$ cat src/rtl/calendar_pkg.sv
// Shared calendar definitions for the date-setting controller and the
// calendar datapath: FSM state encoding, edit-field codes, month constants
// and the month-length function.
package calendar_pkg;

  typedef enum logic [2:0] {
    ST_IDLE,
    ST_SET_YEAR,
    ST_SET_MONTH,
    ST_SET_DAY,
    ST_COMMIT
  } state_t;

  localparam logic [1:0] FIELD_NONE  = 2'd0;
  localparam logic [1:0] FIELD_YEAR  = 2'd1;
  localparam logic [1:0] FIELD_MONTH = 2'd2;
  localparam logic [1:0] FIELD_DAY   = 2'd3;

  localparam logic [3:0] FEB = 4'd2;

  // Leap rule is year%4 only; within 2000..2099 this is exact.
  function automatic logic [4:0] days_in_month(input logic [3:0] month,
                                                input logic [1:0] year_lsb2);
    logic [4:0] d;
    case (month)
      4'd4, 4'd6, 4'd9, 4'd11: d = 5'd30;
      FEB:                     d = (year_lsb2 == 2'd0) ? 5'd29 : 5'd28;
      default:                 d = 5'd31;
    endcase
    return d;
  endfunction

endpackage

$ cat src/rtl/month_length.sv
// Combinational days-in-month lookup.
//   month_w : month 1..12
//   year_w  : two LSBs of the year (leap detection)
//   dim     : number of days in that month
module month_length
  import calendar_pkg::*;
(
  input  logic [3:0] month_w,
  input  logic [1:0] year_w,
  output logic [4:0] dim
);

  assign dim = days_in_month(month_w, year_w);

endmodule

$ cat src/rtl/date_set_ctrl.sv
// Date-setting controller. Button pulses walk the user through year, month
// and day edits on a working copy of the date, which is always kept legal,
// and the result is committed with a one-cycle date_ow strobe.
//   clk, rst          : clock, synchronous active-high reset
//   btn_mode          : enter edit / advance to next field
//   btn_inc, btn_dec  : step current field up / down (wrapping)
//   btn_cancel        : abandon the edit
//   cur_date          : live date {day[4:0], month[3:0], year}
//   date_out, date_ow : committed date and its overwrite strobe
//   edit_active       : high in any SET_* state
//   edit_field        : 0 none, 1 year, 2 month, 3 day
//   blink             : show/blank phase for the edited field
module date_set_ctrl
  import calendar_pkg::*;
#(
  parameter int YEARRES     = 12,
  parameter int YEAR_MIN    = 2000,
  parameter int YEAR_MAX    = 2099,
  parameter int TIMEOUT_CYC = 30000000,
  parameter int BLINK_HALF  = 12500000
) (
  input  logic               clk,
  input  logic               rst,
  input  logic               btn_mode,
  input  logic               btn_inc,
  input  logic               btn_dec,
  input  logic               btn_cancel,
  input  logic [YEARRES+8:0] cur_date,
  output logic [YEARRES+8:0] date_out,
  output logic               date_ow,
  output logic               edit_active,
  output logic [1:0]         edit_field,
  output logic               blink
);

  localparam logic [YEARRES-1:0] Y_MIN = YEARRES'(YEAR_MIN);
  localparam logic [YEARRES-1:0] Y_MAX = YEARRES'(YEAR_MAX);
  localparam int TW = $clog2(TIMEOUT_CYC + 1);
  localparam int BW = $clog2(BLINK_HALF + 1);
  localparam logic [TW-1:0] TMO_LAST   = TW'(TIMEOUT_CYC - 1);
  localparam logic [BW-1:0] BLINK_LAST = BW'(BLINK_HALF - 1);

  state_t state, next_state;

  logic [4:0]         day_w;
  logic [3:0]         month_w;
  logic [YEARRES-1:0] year_w;
  logic [4:0]         dim;

  logic [TW-1:0] tmo_cnt;
  logic [BW-1:0] blink_cnt;

  logic [4:0]         cd_day;
  logic [3:0]         cd_mon;
  logic [YEARRES-1:0] cd_year;

  logic step_up, step_dn, any_btn, edit_pulse, tmo_hit;
  logic in_edit, next_in_edit;

  logic [4:0]         day_nx;
  logic [3:0]         month_nx;
  logic [YEARRES-1:0] year_nx;

  assign cd_day  = cur_date[YEARRES+8:YEARRES+4];
  assign cd_mon  = cur_date[YEARRES+3:YEARRES];
  assign cd_year = cur_date[YEARRES-1:0];

  // inc and dec together cancel out
  assign step_up    = btn_inc & ~btn_dec;
  assign step_dn    = btn_dec & ~btn_inc;
  assign any_btn    = btn_mode | btn_inc | btn_dec | btn_cancel;
  assign edit_pulse = btn_mode | btn_inc | btn_dec;
  assign tmo_hit    = (tmo_cnt == TMO_LAST);

  assign in_edit      = state inside {ST_SET_YEAR, ST_SET_MONTH, ST_SET_DAY};
  assign next_in_edit = next_state inside {ST_SET_YEAR, ST_SET_MONTH, ST_SET_DAY};

  month_length u_month_length (
    .month_w (month_w),
    .year_w  (year_w[1:0]),
    .dim     (dim)
  );

  // Wrapped next values; decisions by compare so nothing overflows its field.
  always_comb begin
    year_nx = year_w;
    if (step_up)      year_nx = (year_w >= Y_MAX) ? Y_MIN : year_w + YEARRES'(1);
    else if (step_dn) year_nx = (year_w <= Y_MIN) ? Y_MAX : year_w - YEARRES'(1);
  end

  always_comb begin
    month_nx = month_w;
    if (step_up)      month_nx = (month_w >= 4'd12) ? 4'd1 : month_w + 4'd1;
    else if (step_dn) month_nx = (month_w <= 4'd1) ? 4'd12 : month_w - 4'd1;
  end

  always_comb begin
    day_nx = day_w;
    if (step_up)      day_nx = (day_w >= dim) ? 5'd1 : day_w + 5'd1;
    else if (step_dn) day_nx = (day_w <= 5'd1) ? dim : day_w - 5'd1;
  end

  // State register
  always_ff @(posedge clk) begin
    if (rst) state <= ST_IDLE;
    else     state <= next_state;
  end

  // Next-state: cancel > mode > (timeout when no button this cycle)
  always_comb begin
    next_state = state;
    case (state)
      ST_IDLE:      if (btn_mode) next_state = ST_SET_YEAR;
      ST_SET_YEAR,
      ST_SET_MONTH,
      ST_SET_DAY: begin
        if (btn_cancel) next_state = ST_IDLE;
        else if (btn_mode) begin
          case (state)
            ST_SET_YEAR:  next_state = ST_SET_MONTH;
            ST_SET_MONTH: next_state = ST_SET_DAY;
            default:      next_state = ST_COMMIT;
          endcase
        end
        else if (!any_btn && tmo_hit) next_state = ST_IDLE;
      end
      ST_COMMIT:    next_state = ST_IDLE;
      default:      next_state = ST_IDLE;
    endcase
  end

  // Outputs decoded from the registered state
  always_comb begin
    edit_active = in_edit;
    date_ow     = (state == ST_COMMIT);
    case (state)
      ST_SET_YEAR:  edit_field = FIELD_YEAR;
      ST_SET_MONTH: edit_field = FIELD_MONTH;
      ST_SET_DAY:   edit_field = FIELD_DAY;
      default:      edit_field = FIELD_NONE;
    endcase
  end

  // Working date and committed output
  always_ff @(posedge clk) begin
    if (rst) begin
      day_w    <= 5'd1;
      month_w  <= 4'd1;
      year_w   <= Y_MIN;
      date_out <= {5'd1, 4'd1, Y_MIN};
    end else begin
      case (state)
        ST_IDLE: if (btn_mode) begin
          month_w <= (cd_mon == 4'd0 || cd_mon > 4'd12) ? 4'd1 : cd_mon;
          day_w   <= (cd_day == 5'd0 || cd_day > 5'd31) ? 5'd1 : cd_day;
          year_w  <= (cd_year < Y_MIN || cd_year > Y_MAX) ? Y_MIN : cd_year;
        end
        ST_SET_YEAR: if (!btn_cancel && !btn_mode) year_w <= year_nx;
        ST_SET_MONTH: if (!btn_cancel) begin
          // clamp day on the way into SET_DAY; month is final at this edge
          if (btn_mode) day_w <= (day_w > dim) ? dim : day_w;
          else          month_w <= month_nx;
        end
        ST_SET_DAY: if (!btn_cancel) begin
          if (btn_mode) date_out <= {day_w, month_w, year_w};
          else          day_w <= day_nx;
        end
        default: ;
      endcase
    end
  end

  // Idle timeout: restarts on any button or state change
  always_ff @(posedge clk) begin
    if (rst)                                          tmo_cnt <= '0;
    else if (!in_edit || any_btn || next_state != state) tmo_cnt <= '0;
    else                                              tmo_cnt <= tmo_cnt + TW'(1);
  end

  // Field blink: shown immediately after any edit action
  always_ff @(posedge clk) begin
    if (rst || !next_in_edit) begin
      blink     <= 1'b0;
      blink_cnt <= '0;
    end else if (edit_pulse) begin
      blink     <= 1'b1;
      blink_cnt <= '0;
    end else if (blink_cnt == BLINK_LAST) begin
      blink     <= ~blink;
      blink_cnt <= '0;
    end else begin
      blink_cnt <= blink_cnt + BW'(1);
    end
  end

endmodule

$ cat config.mk
export PLATFORM = sky130hd
export DESIGN_NAME = date_set_ctrl
export DESIGN_NICKNAME = d
export VERILOG_FILES = /design/src/rtl/calendar_pkg.sv /design/src/rtl/month_length.sv /design/src/rtl/date_set_ctrl.sv
export SDC_FILE = /design/constraint.sdc
export NUM_CORES = 1
export LEC_CHECK = 0
export ABC_AREA = 1
export CAP_MARGIN = 25
export CORE_MARGIN = 2
export CORE_UTILIZATION = 60
export CTS_CLUSTER_DIAMETER = 50
export DETAILED_ROUTE_END_ITERATION = 8
export GPL_TIMING_DRIVEN = 0
export PLACE_DENSITY = 0.93
export SETUP_SLACK_MARGIN = 0.1
export SLEW_MARGIN = 20
export SYNTH_ARGS = -nofsm -noshare
export SYNTH_HDL_FRONTEND = slang
export SYNTH_SLANG_ARGS = --single-unit
$ cat constraint.sdc
create_clock -name clk -period 4.7 [get_ports clk]
set_input_delay 0.705 -clock clk [delete_from_list [all_inputs] [get_ports clk]]
set_output_delay 0.705 -clock clk [all_outputs]
set_load 0.01 [all_outputs]
After elaboration in Yosys (flattened, before gate mapping)
Index checks and enable logic that the tools add are counted. Widths: inputs -> output; s select.

Output and inout port bits: 26. Word-level logic and storage cells: 133. Bits in registers: 95. Bits of input ports: 27.

Mux-type cells: 40. Reductions and logical operators: 31. Bitwise operators: 9. Add/sub/neg operators: 8. Order comparisons: 11. Eq/ne operators: 26.

Operators with widths (number): $mux 12 (7); $mux 5 (11); $mux 4 (8); $add 25x1->25 const B (1); $eq 25x25->1 const B (1); $add 24x1->24 const B (1); $eq 24x24->1 const B (1); $pmux 12 s2 (1); $pmux 5 s3 (1); $add 12x1->12 const B (1); $eq 3x2->1 const B (4); $ge 12x12->1 const B (1); $gt 12x12->1 const B (1); $le 12x11->1 const B (1); $lt 12x11->1 const B (1); $mux 3 (4); $ne 2x2->1 const B (6); $pmux 3 s2 (2); $sub 12x1->12 const B (1); $pmux 5 s2 (1); $ne 3x3->1 const B (3); $reduce_bool 3->1 (3); $eq 4x3->1 const B (2); $eq 4x4->1 const B (2); 37 further kinds (60).

Longest topological paths before layout
Word-level depth: 14. Gate-level depth with buffers: 16.

Modules after synthesis
Synthesis repeated with hierarchy kept, for this count alone.

Cells, all modules: 839. Area total of the unflattened synthesis: 5818.1 sq um.

By module, submodules not included: date_set_ctrl (area each 5738.0 sq um, cells an instance 822, times used 1); month_length (area each 80.1 sq um, cells an instance 17, times used 1).

Least setup slack after synthesis
No wires, ideal clock.

Kind: reg2reg. From: register month_w[0]. To: register day_w[4]. Cell stages (with the launch flop): 14. Data required time: 4.591 ns. Setup slack: 2.480 ns. Setup time: 0.109 ns. Arrival: 2.111 ns. Path through: dfxtp_1 > inv_1 > ha_1 > nor3b_1 > a21oi_1 > ha_1 > nand2_1 > nand3_1 > o21ai_0 > nand2_2 > nor2_1 > nand3_1 > nand2_1 > inv_1.

Longest elaborated chain between the ends: 9. Elaborated cells on any way between the ends: 16.

Ends and longest elaborated chain: start: declaration (line date_set_ctrl.sv:46) `logic [3:0] month_w;`; start signal: assignment (line date_set_ctrl.sv:154) `month_w <= (cd_mon == 4'd0 || cd_mon > 4'd12) ? 4'd1 : cd_mon;`; start signal: assignment (line date_set_ctrl.sv:162) `else month_w <= month_nx;`; $eq 4x3->1 or $eq 4x4->1 (tied branches) (line calendar_pkg.sv:25) `case (month)`; $reduce_or 4->1 (line calendar_pkg.sv:25); $pmux 5 s2 * (line calendar_pkg.sv:25); $ge 5x5->1 (line date_set_ctrl.sv:99) `if (step_up) day_nx = (day_w >= dim) ? 5'd1 : day_w + 5'd1;`; $mux 5 (2 in a row) (line date_set_ctrl.sv:99); $mux 5 (line date_set_ctrl.sv:165) `if (btn_mode) date_out <= {day_w, month_w, year_w};`; $mux 5 (line date_set_ctrl.sv:164) `ST_SET_DAY: if (!btn_cancel) begin`; $pmux 5 s3 (line date_set_ctrl.sv:152) `case (state)`; end signal: assignment (line date_set_ctrl.sv:155) `day_w <= (cd_day == 5'd0 || cd_day > 5'd31) ? 5'd1 : cd_day;`; end signal: assignment (line date_set_ctrl.sv:161) `if (btn_mode) day_w <= (day_w > dim) ? dim : day_w;`; end signal: assignment (line date_set_ctrl.sv:166) `else day_w <= day_nx;`; end: declaration (line date_set_ctrl.sv:45) `logic [4:0] day_w;`.

Mark *: on every way between the ends. The rest lies on a longest branch, timed or not. The select of a mux whose other input is x is not followed. A chain may end at the register's enable or synchronous reset.

Final worst setup path
Same ends and word-level chain as after synthesis.

==> run_results.csv <==
group,metric,value,unit
outcome,status,"finished, final reports clean",
finish,areaGrowthSynthToFinish,14.45,%
synth,ys_top_cells_by_area,"dfxtp_1 32%, nand2_1 13%, nor2_1 7.6%",
sta,setup_violations,0,
sta,layout_setup_ws,1.932,ns
sta,timing.setup.tns,0,ns
sta,relSlewSlack,60.46,%
hold_path,whs_path_depth,1,
synth,netlist_area,5991,sq um
setup_path,r2r_end,"day_w[4]$_SDFFE_PP0P_",
finish,drive_gt1_share,8.502,%
global_route,grt_use_total,28.26,%
clocking,cts_buffers,9,
clocking,clk_latency,0.37,ns
sta,max_freq,361.2,MHz
global_route,grt_pass1_wl,25850,microns
clocking,post_cts_resized,0,
synth,avgSynthCellArea,6.505,sq um
synth,synth-edff-count,0,
finish,n_antenna_cell,0,
sta,fin_worst_skew,0.01457,ns
global_route,antenna_found_initial,0,
clocking,cts_setup_buffers,0,
routing,ant_nets,0,
die,io-pin-count,53,
finish,multi_input_area,3478,sq um
routing,wl_per_cell,13.34,microns
routing,vias,6201,
setup_path,r2r_slack,1.93,ns
setup_path,crit_path_start_kind,"flop",
synth,synth_flop_cell,"dfxtp_1",
sta,tightest_slew,0.5931,ns
clocking,clock-sinks,95,
global_route,grt_pass1_vias,5917,
sta,fin_hold_ws,0.4842,ns
finish,final_nets,1025,
placement,routabilityCongestion,0.9858,
setup_path,cp-end-kind,"flop",
setup_path,worstPathRequired,4.98,ns
synth,syn_nets,962,
placement,hpwlAfterDp,11450,microns
setup_path,cp_max_fo,8,
finish,seq_area,1902,sq um
synth,synthArstFlopShare,0,%
placement,io_buffer_count,52,
hold_path,hold_path_startpoint,"blink_cnt[0]$_SDFF_PP0_",
pwr,max-vdd-ir-drop,0.1723,mV
die,fp.dieW,103.9,microns
global_route,grt_overflow,0,
synth,synth.most_common_cell,"nand2_1",
synth,syn_inst,921,
routing,viasPerCell,5.532,
pwr,leakage,2.831,nW
sta,hold_violations,0,
hold_path,hold_end,"blink_cnt[0]$_SDFF_PP0_",
die,start_util,61.57,%
finish,final_util,70.47,%
pwr,power_density,243.3,nW/um^2
placement,post-place-ws,1.924,ns
sta,period_share,58.90,%
synth,yosys.area.top_type,"dfxtp_1",
synth,synthDistinctLibCells,40,
clocking,htreeDepth,3,
clocking,path_clk_slew,0.10,ns
routing,first_iter_violations,325,
setup_path,critPathArrivalTime,3.04,ns
finish,num-fill-cells,835,
pwr,p_total,1.668,mW
global_route,grt_max_degree,18,
sta,grt_setup_unrepaired,"false",
sta,drv_slew,0,
die,coreArea,9729,sq um
synth,ys_seq_area_share,31.75,%
die,dieArea,10800,sq um
clocking,cts.path.max_buffers,2,
die,rows,36,
setup_path,reg2regPathDepth,13,
clocking,cts_hold_buffers,0,
synth,synth_top_cell_area_share,31.75,%
setup_path,worstSetupPathType,"reg2reg",
synth,synth-seq-cells,95,
hold_path,hold_class,"reg2reg",
sta,period_needed,2.768,ns
synth,yosys_warnings,0,
synth,synthTopCellsByCount,"211 x nand2_1, 121 x nor2_1, 118 x inv_1",
routing,drc,0,
setup_path,reg2reg_from,"month_w[0]$_SDFFE_PP1P_",
flow_run,maxCapViolCount,0,
die,die_h,103.9,microns
routing,routed_wl,14950,microns
clocking,cts_tree,"done",
clocking,cts-root-buf,"clkbuf_8",
routing,first_pass_iters,5,
==> cell usage in the layout, fill, tap and decap left out, types with 13 or more instances in the layout <==
cell type        synthesis  final
o21ai_0                 47     47
dfxtp_1                 95     95
inv_1                  118    118
a21oi_1                 55     55
nor2_1                 121    121
nor3_1                  22     22
nand2_1                211    211
nand4_1                 25     25
ha_1                    14     14
nand3_1                 70     70
clkdlybuf4s50_1          0     52
o211ai_1                13     13
xor2_1                  29     29
==> final cells by class <==
class | instances | area share, %
inverters | 123 | 6.734
clock buffers | 9 | 1.807
plain buffers | 22 | 2.172
multi-input cells | 681 | 50.73
clock inverters | 6 | 0.8029
repair buffers | 52 | 7.591
flip-flops and latches | 95 | 27.74
well taps | 133 | 2.427
==> flip-flops by register name (all words and copies together) (netlist names) <==
signal and count:
tmo_cnt 25, blink_cnt 24, date_out 21, year_w 12, day_w 5, month_w 4
state 3, blink 1
==> per-stage QoR <==
stage	instance area (sq um)	std cells
finish	6857	1121
global route	6857	1121
CTS	6857	1121
detailed placement	6678	1106
global placement	6678	1106
floorplan	5991	921
==> worst max-delay path by stage <==
| stage | startpoint | to | slack (ns) | cells past startpoint |
|---|---|---|---|---|
| 4_1_cts | month_w[0]$_SDFFE_PP1P_ | day_w[4]$_SDFFE_PP0P_ | 1.94 | 13 |
| 3_5_place_dp | btn_mode | blink_cnt[16]$_SDFF_PP0_ | 1.92 | 12 |
| 3_3_place_gp | btn_dec | year_w[5]$_SDFFE_PP0P_ | 1.91 | 9 |
| 2_1_floorplan | month_w[0]$_SDFFE_PP1P_ | day_w[4]$_SDFFE_PP0P_ | 2.48 | 13 |
| 5_1_grt | month_w[0]$_SDFFE_PP1P_ | day_w[4]$_SDFFE_PP0P_ | 1.58 | 13 |
| 6_report | month_w[0]$_SDFFE_PP1P_ | day_w[4]$_SDFFE_PP0P_ | 1.93 | 13 |
==> logic make-up after synthesis <==
| logic type | count (synthesis) | synth area share [%] |
|---|---|---|
| AOI/OAI and AO/OA | 134 | 12.97 |
| xor gates and xnor gates | 36 | 5.263 |
| adders and majority gates | 14 | 2.924 |
| buffers and inverters | 145 | 10.19 |
| DFF | 95 | 31.75 |
| and+or+nand+nor | 497 | 36.91 |
==> routing by layer <==
metal,vias up,share of wire (%),GRT usage [%],wire (microns)
met5,-,0,0,0
met4,0,2.3,10.04,345
met3,33,6.1,4.261,907
met2,232,49,49.34,7275
met1,2829,43,35.40,6422
li1,3107,-,-,-
==> worst max-delay path, stage by stage (launching register included) <==
cell,delay [ns]
dfxtp_1,0.38
inv_1,0.15
ha_1,0.18
nor3b_1,0.50
a21oi_1,0.19
ha_1,0.30
nand2_1,0.08
nand3_1,0.07
o21ai_0,0.20
nand2_2,0.16
nor2_1,0.22
nand3_1,0.12
nand2_1,0.08
inv_1,0.04
==> report_power, final <==
part	internal, mW	switching, mW	leakage [nW]
clock network	0.199	0.311	0.0893
registers	0.823	0.0211	0.770
logic	0.114	0.200	1.97
total	1.14	0.531	2.83
Note: power is estimated with default switching activity, not from simulation.
